`config.mk`:
```
export PLATFORM = sky130hd
export DESIGN_NAME = uart_rx
export DESIGN_NICKNAME = d
export VERILOG_FILES = /design/src/rtl/uart_rx.sv
export SDC_FILE = /design/constraint.sdc
export NUM_CORES = 1
export LEC_CHECK = 0
export CORE_ASPECT_RATIO = 1.4
export CORE_UTILIZATION = 57
export DETAILED_ROUTE_END_ITERATION = 8
export PLACE_DENSITY = 0.79
export SLEW_MARGIN = 30
export SYNTH_ARGS = -nofsm -noshare
export SYNTH_HDL_FRONTEND = slang
export SYNTH_SLANG_ARGS = --single-unit
export TNS_END_PERCENT = 1
```
`constraint.sdc`:
```
create_clock -name CLK -period 3 [get_ports CLK]
set_input_delay 0.45 -clock CLK [delete_from_list [all_inputs] [get_ports CLK]]
set_output_delay 0.45 -clock CLK [all_outputs]
set_load 0.02 [all_outputs]
```
`src/rtl/uart_rx.sv`:
```
// ---------------------------------------------------------------------------
// uart_rx
//   Oversampling UART receiver. Deserializes start(0) + DATA_WIDTH data bits
//   (LSB first) + optional parity + one stop(1) bit. Each bit is resolved by a
//   2-of-3 majority of the samples taken at edges P/2-1, P/2 and P/2+1 of that
//   bit. Parity and stop bit are checked, and the result is reported once per
//   frame on the final stop-bit edge.
//
// Ports
//   CLK        oversampling clock, Prescale cycles per bit
//   RST        asynchronous active-low reset
//   RX_IN      serial line, already synchronized to CLK, idle high
//   PAR_EN     frame carries a parity bit (latched at start detection)
//   PAR_TYP    0 = even, 1 = odd parity (latched at start detection)
//   Prescale   oversampling ratio 8/16/32 (latched at start detection)
//   P_DATA     last good received word, held until the next good frame
//   data_valid one-cycle pulse, P_DATA has just been updated
//   par_err    one-cycle pulse, parity mismatch
//   stp_err    one-cycle pulse, stop bit sampled as 0
// ---------------------------------------------------------------------------
module uart_rx #(
    parameter int DATA_WIDTH = 8
) (
    input  logic                  CLK,
    input  logic                  RST,
    input  logic                  RX_IN,
    input  logic                  PAR_EN,
    input  logic                  PAR_TYP,
    input  logic [5:0]            Prescale,
    output logic [DATA_WIDTH-1:0] P_DATA,
    output logic                  data_valid,
    output logic                  par_err,
    output logic                  stp_err
);

    typedef enum logic [2:0] {
        IDLE,
        START,
        DATA,
        PARITY,
        STOP
    } state_t;

    localparam logic [2:0] LAST_BIT = 3'(DATA_WIDTH - 1);

    state_t                  state;
    state_t                  next_state;
    logic [5:0]              edge_cnt;
    logic [2:0]              bit_cnt;
    logic [5:0]              p_lat;
    logic                    pen_lat;
    logic                    typ_lat;
    logic [1:0]              smp;
    logic [DATA_WIDTH-1:0]   shreg;
    logic                    par_fail;
    logic                    stp_fail;

    logic [5:0]              half;
    logic                    samp_edge;
    logic                    maj_edge;
    logic                    last_edge;
    logic                    maj;

    assign half      = {1'b0, p_lat[5:1]};
    // The first two samples are stored; the third is the live line value at
    // the majority edge, so the bit is resolved on edge P/2+1 itself.
    assign samp_edge = (edge_cnt == half - 6'd1) || (edge_cnt == half);
    assign maj_edge  = (edge_cnt == half + 6'd1);
    assign last_edge = (edge_cnt == p_lat - 6'd1);
    assign maj       = (smp[1] & smp[0]) | (smp[1] & RX_IN) | (smp[0] & RX_IN);

    // State register
    always_ff @(posedge CLK or negedge RST) begin
        if (!RST) begin
            state <= IDLE;
        end else begin
            state <= next_state;
        end
    end

    // Next-state logic
    always_comb begin
        next_state = state;
        case (state)
            IDLE: begin
                if (!RX_IN) begin
                    next_state = START;
                end
            end
            START: begin
                if (maj_edge && maj) begin
                    next_state = IDLE;
                end else if (last_edge) begin
                    next_state = DATA;
                end
            end
            DATA: begin
                if (last_edge && (bit_cnt == LAST_BIT)) begin
                    next_state = pen_lat ? PARITY : STOP;
                end
            end
            PARITY: begin
                if (last_edge) begin
                    next_state = STOP;
                end
            end
            STOP: begin
                if (last_edge) begin
                    next_state = IDLE;
                end
            end
            default: next_state = IDLE;
        endcase
    end

    // Bit timing, configuration latch and sampling
    always_ff @(posedge CLK or negedge RST) begin
        if (!RST) begin
            edge_cnt <= '0;
            bit_cnt  <= '0;
            p_lat    <= 6'd8;
            pen_lat  <= 1'b0;
            typ_lat  <= 1'b0;
            smp      <= '0;
        end else if (state == IDLE) begin
            bit_cnt <= '0;
            if (!RX_IN) begin
                // The detecting edge is edge 0 of the start bit.
                edge_cnt <= 6'd1;
                p_lat    <= Prescale;
                pen_lat  <= PAR_EN;
                typ_lat  <= PAR_TYP;
            end else begin
                edge_cnt <= '0;
            end
        end else begin
            if (last_edge || (next_state == IDLE)) begin
                edge_cnt <= '0;
            end else begin
                edge_cnt <= edge_cnt + 6'd1;
            end
            if (samp_edge) begin
                smp <= {smp[0], RX_IN};
            end
            if ((state == DATA) && last_edge) begin
                bit_cnt <= bit_cnt + 3'd1;
            end
        end
    end

    // Data path, error flags and registered outputs
    always_ff @(posedge CLK or negedge RST) begin
        if (!RST) begin
            shreg      <= '0;
            par_fail   <= 1'b0;
            stp_fail   <= 1'b0;
            P_DATA     <= '0;
            data_valid <= 1'b0;
            par_err    <= 1'b0;
            stp_err    <= 1'b0;
        end else begin
            data_valid <= 1'b0;
            par_err    <= 1'b0;
            stp_err    <= 1'b0;

            if ((state == IDLE) && !RX_IN) begin
                par_fail <= 1'b0;
                stp_fail <= 1'b0;
            end

            if (maj_edge) begin
                case (state)
                    DATA:    shreg <= {maj, shreg[DATA_WIDTH-1:1]};
                    PARITY:  if (maj != ((^shreg) ^ typ_lat)) par_fail <= 1'b1;
                    STOP:    if (!maj) stp_fail <= 1'b1;
                    default: ;
                endcase
            end

            if ((state == STOP) && last_edge) begin
                par_err    <= par_fail;
                stp_err    <= stp_fail;
                data_valid <= !(par_fail || stp_fail);
                if (!(par_fail || stp_fail)) begin
                    P_DATA <= shreg;
                end
            end
        end
    end

endmodule

```
Yosys cells after proc, flatten, opt, wreduce, memory -nomap -nowiden
Index checks and enable logic that the tools add are counted.

operators by class
  reduce and logical (&&, ||, !) cells = 18
  equality and inequality tests = 10
  bitwise gates (word level) = 9
  $lt $le $gt $ge = 0
  divide/modulo/power cells = 0
  add/subtract/negate cells = 5
  shifts and indexed selects = 0
  multiplexer cells = 24
  multipliers = 0

operators with widths
  kind                                                                 count
  3-bit 2-to-1 mux                                                     9
  6-bit == test                                                        3
  3-bit one-hot mux with 5 select lines                                1
  1-bit 2-to-1 mux                                                     12
  6-bit 2-to-1 mux                                                     2
  2-bit AND reduction                                                  4
  8-bit XOR reduction                                                  1
  5-bit by 1-bit adder with 6-bit output (second input constant)       1
  6-bit by 1-bit adder with 6-bit output (second input constant)       1
  3-bit by 2-bit == test with 1-bit output (second input constant)     2
  3-bit == test (second input constant)                                2
  6-bit by 5-bit == test with 1-bit output                             1
  3-bit zero test                                                      2
  5-bit by 1-bit subtractor with 6-bit output (second input constant)  1
  6-bit by 1-bit subtractor with 6-bit output (second input constant)  1
  1-bit logical AND                                                    5
  3-bit by 1-bit adder with 3-bit output (second input constant)       1
  1-bit bitwise AND                                                    3
  3-bit by 1-bit == test with 1-bit output (second input constant)     1
  1-bit logical OR                                                     3
  1-bit inverter                                                       3
  1-bit zero test                                                      2
  1-bit bitwise OR                                                     2
  2-bit nonzero test                                                   1
  other kinds (2)                                                      2

storage, ports and cells
  bits in latches = 0
  register bits after elaboration = 43
  output and inout bits = 11
  memories = 0
  word-level logic and storage cells = 80
  bits in read-only memories = 0
  RAM bits = 0

Logic depth before layout (Yosys ltp)
Gate-level depths: netlist of the first run.

  depth after elaboration = 10
  depth in mapped cells = 10

Worst setup path before layout of the first run
OpenSTA, ideal clock, no wires.

  path kind = reg-to-reg
  start = register p_lat[2]
  end = register P_DATA[0]
  arrival = 2.607 ns
  stages on the path, launching flop included = 11
  slack = 0.268 ns
  library setup time = 0.125 ns
  buffers on the path = 2
  cell sequence = dfrtp_1 buf_2 inv_1 ha_1 nor3b_4 nand3_2 a2111oi_4 nand2_1 or4_1 buf_6 mux2_4

on the way
  longest elaborated chain between the ends = 4

ends and longest elaborated chain
  what                                         line  RTL
  from (decl)                                  50    logic [5:0] p_lat;
  from (signal assigned)                       130   p_lat <= Prescale;
  6-bit by 1-bit subtractor with 6-bit output  69    assign last_edge = (edge_cnt == p_lat - 6'd1);
  6-bit == test                                69
  1-bit logical AND                            180   if ((state == STOP) && last_edge) begin
  2-bit AND reduction (no source line)         --
  to (signal assigned)                         185   P_DATA <= shreg;
  to (decl)                                    30    output logic [DATA_WIDTH-1:0] P_DATA,

No other way between the ends.
A chain may end at the register's enable or synchronous reset.

Worst setup path after layout of the first run
  start = register p_lat[1]
  end = register P_DATA[7]

The elaborated chain is that of the path after synthesis.

==> impl_metrics.py, run 1 <==
metrics = {
    "status": {
        "status": "completed",
    },
    "power": {
        "p_leak_nw": 1.30,
        "pwr_density_cell_nw_per_um2": 840,
        "ir_drop_v": 0.000439,
    },
    "critical_path": {
        "worstRegToRegCells": 9,
        "reg2reg_to": "P_DATA[7]",
        "cp_max_fo": 9,
        "critical_path_buf_inv_count": 2,
        "crit_type": "flop to flop",
        "r2r_slack_ns": 0.17,
        "cp_top_family": "simple AND/OR/NAND/NOR gates",
        "cp-end-kind": "flop",
        "startpoint": "p_lat[1]",
        "r2r-start": "p_lat[1]",
        "slowest_stage": "or4_1",
        "cp.required_ns": 3.18,
        "slowest_delay_ns": 0.48,
        "crit_chain": "inv_1 -> ha_2 -> nor3b_4 -> nand3_2 -> a2111oi_4 -> nand2_1 -> or4_1 -> buf_4 -> mux2_4",
        "timing.critical_path.to": "P_DATA[7]",
        "critPathArrivalTime_ns": 3.01,
        "worst_setup_path_start_kind": "flop",
        "crit_cells": 9,
    },
    "clock_tree": {
        "post-cts-setup-buffers": 0,
        "clkLatencyLatePin_ns": 0.29,
        "clk_pin_slew_ns": 0.08,
        "cts_buffers": 5,
        "cts_buffer_depth": 2,
        "cts_hold_buf": 0,
        "cts_max_level": 2,
        "clock_sinks": 43,
        "root_buffer": "clkbuf_8",
        "cts_tree": "done",
    },
    "logic_synthesis": {
        "synthMuxAreaShare": 0.105,
        "synth_edf_count": 0,
        "synth_top_family_by_area": "simple AND/OR/NAND/NOR gates",
        "synth_nets": 248,
        "ys_seq_area_frac": 0.447,
        "avgSynthCellArea_sq_um": 10.5,
        "yosys.area_share.xor_xnor": 0.112,
        "synthDistinctLibCells": 47,
        "synth_simple_gate_area_share": 0.160,
        "synth-compound-area-share": 0.0939,
        "synthAdderAreaFrac": 0.0405,
        "async_reset_ff_frac": 1.00,
        "synth_seq_cells": 43,
        "yosysWarnings": 0,
        "yosys_most_used_dff": "dfrtp_1",
        "syn_area_sq_um": 2410,
        "syn_inst": 230,
    },
    "finish": {
        "nNetsFinal": 272,
        "fin_util": 0.691,
        "areaGrowthSynthToFinish_pct": 14.2,
        "n_antenna_cell": 0,
        "final_layout_size_suffix_gt1_frac": 0.157,
        "most-common-layout-cells": "dfrtp_1 (42), nand2_1 (29), clkdlybuf4s50_1 (20), xnor2_1 (19), nor2_1 (15)",
        "multi_input_area_sq_um": 1240,
        "fillers": 311,
        "final-instance-count-excl-fill": 298,
        "design_area_sq_um": 2750,
        "layout_commonest_cell": "dfrtp_1",
        "regArea_sq_um": 1080,
    },
    "placed_design": {
        "post_dp_cell_area_sq_um": 2670,
        "dp_cells": 290,
        "portBuffers": 21,
        "gp_congestion": 0.892,
        "dp_hpwl_mm": 3.56,
    },
    "grt": {
        "grtUsageTotal": 0.238,
        "antenna_found_initial": 0,
        "grt_pass1_wl_mm": 8.19,
        "gr-total-overflow": 0,
        "grt_max_degree": 44,
        "grt_pass1_vias": 1797,
    },
    "timing": {
        "clock_skew_ns": 0.00394,
        "finalHoldViolations": 0,
        "min_period_ns": 2.83,
        "finalSetupViolCount": 0,
        "grt_setup_unrepaired": "false",
        "period_share": 0.942,
        "relSlewSlack": 0.651,
        "worst_pin_slew_ns": 0.523,
        "setup_tns_ns": 0,
        "clock.fmax_ghz": 0.354,
        "slew_violations": 0,
    },
    "floorplanning": {
        "die-area_sq_um": 4500,
        "design.portCount": 22,
        "die_h_um": 79.0,
        "fp-row-count": 27,
        "core_area_sq_um": 3990,
        "die_x_um": 57.0,
        "start_util": 0.605,
    },
    "routing": {
        "postRouteAntennaNets": 0,
        "drt-total-wl_mm": 4.76,
        "drcViolationCount": 0,
        "via_count": 1698,
        "drt_pass1_iterations": 4,
        "avgRoutedWirePerCell_um": 16.0,
        "drtIter0Drc": 69,
        "vias_per_cell": 5.70,
    },
    "job": {
        "max_cap_violations": 0,
    },
    "worst_hold_path": {
        "min_path_type": "input port to asynchronous set/reset pin",
    },
}
timing repair:
action                                 4_1_cts  5_1_grt
gates resized for setup                      0        1
setup endpoints to repair                    0        8
endpoints found under the hold margin        0        0
metrics by stage:
stage / power (mW) / hold WS, ns / setup slack, ns
2_1_floorplan: 1.68 / 0.154 / 0.268
3_3_place_gp: 1.93 / 0.487 / 0.247
3_5_place_dp: 1.97 / 0.493 / 0.186
4_1_cts: 2.32 / 0.326 / 0.151
5_1_grt: 2.49 / 0.185 / 0.00550
6_report: 2.31 / 0.135 / 0.173
power by group:
part | switching [mW] | leakage [nW] | internal [mW] | total [mW]
combinational | 0.586 | 0.681 | 0.492 | 1.08
clock | 0.187 | 0.0422 | 0.163 | 0.351
sequential | 0.184 | 0.573 | 0.701 | 0.885
final cells by class:
cell class	count	share of cell area
Tap cell	43	0.0195
Timing Repair Buffer	28	0.0945
Inverter	12	0.0164
Sequential cell	43	0.391
Multi-Input combinational cell	164	0.449
Clock inverter	1	0.00182
Clock buffer	7	0.0277
routing by layer:
layer  wire length, um  global-route usage  vias to the layer above
met5                 0                   0                        -
met4               108               0.112                        0
met3               125              0.0423                       12
met2              2540               0.418                       27
met1              1980               0.278                      822
li1                  -                   -                      837
state kept, by name (all words and copies together), names as in the netlist:
| register | count |
|---|---|
| P_DATA | 8 |
| bit_cnt | 3 |
| data_valid | 1 |
| edge_cnt | 6 |
| p_lat | 6 |
| par_err | 1 |
| par_fail | 1 |
| pen_lat | 1 |
| shreg | 8 |
| smp | 2 |
| state | 3 |
| stp_err | 1 |
| stp_fail | 1 |
| typ_lat | 1 |
Yosys cell counts (7+ instances only):
cell type,n,area [sq um]
dfrtp_1,42,1050
ha_1,7,87.6
inv_1,11,41.3
mux2_2,9,101
mux2_4,8,120
nand2_1,29,109
nor2_1,15,56.3
o21ai_0,7,35.0
xnor2_1,19,166
xor2_1,10,87.6
how the worst min path moves through the flow:
stage / end / slack (ns) / depth (start not counted)
finish: bit_cnt[2] / 0.14 / 1
global route: state[1] / 0.18 / 1
CTS: state[1] / 0.33 / 1
detailed placement: typ_lat / 0.49 / 2
global placement: typ_lat / 0.49 / 2
floorplan: P_DATA[0] / 0.15 / 0
worst reg2reg max path: stages (launching register included):
cell and delay [ns]:
dfrtp_1 0.45, inv_1 0.15, ha_2 0.23, nor3b_4 0.24, nand3_2 0.12, a2111oi_4 0.40
nand2_1 0.13, or4_1 0.48, buf_4 0.21, mux2_4 0.31
cells by family after synthesis:
kind of cell	count (synthesis)
adders and majority gates	8
xor gates and xnor gates	30
and+or+nand+nor	77
AOI/OAI and AO/OA	29
muxes	20
DFF	43
buffers and inverters	23
Note: power is estimated with default switching activity, not from simulation.
==> inputs of run 2 (changes only) <==
--- a/config.mk
+++ b/config.mk
@@ -5,6 +5,7 @@
 export SDC_FILE = /design/constraint.sdc
 export NUM_CORES = 1
 export LEC_CHECK = 0
+export ABC_AREA = 0
 export CORE_ASPECT_RATIO = 1.4
 export CORE_UTILIZATION = 57
 export DETAILED_ROUTE_END_ITERATION = 8
==> results of run 2 <==
Same layout as run 1: the final DEF is identical, and so are final timing and power.
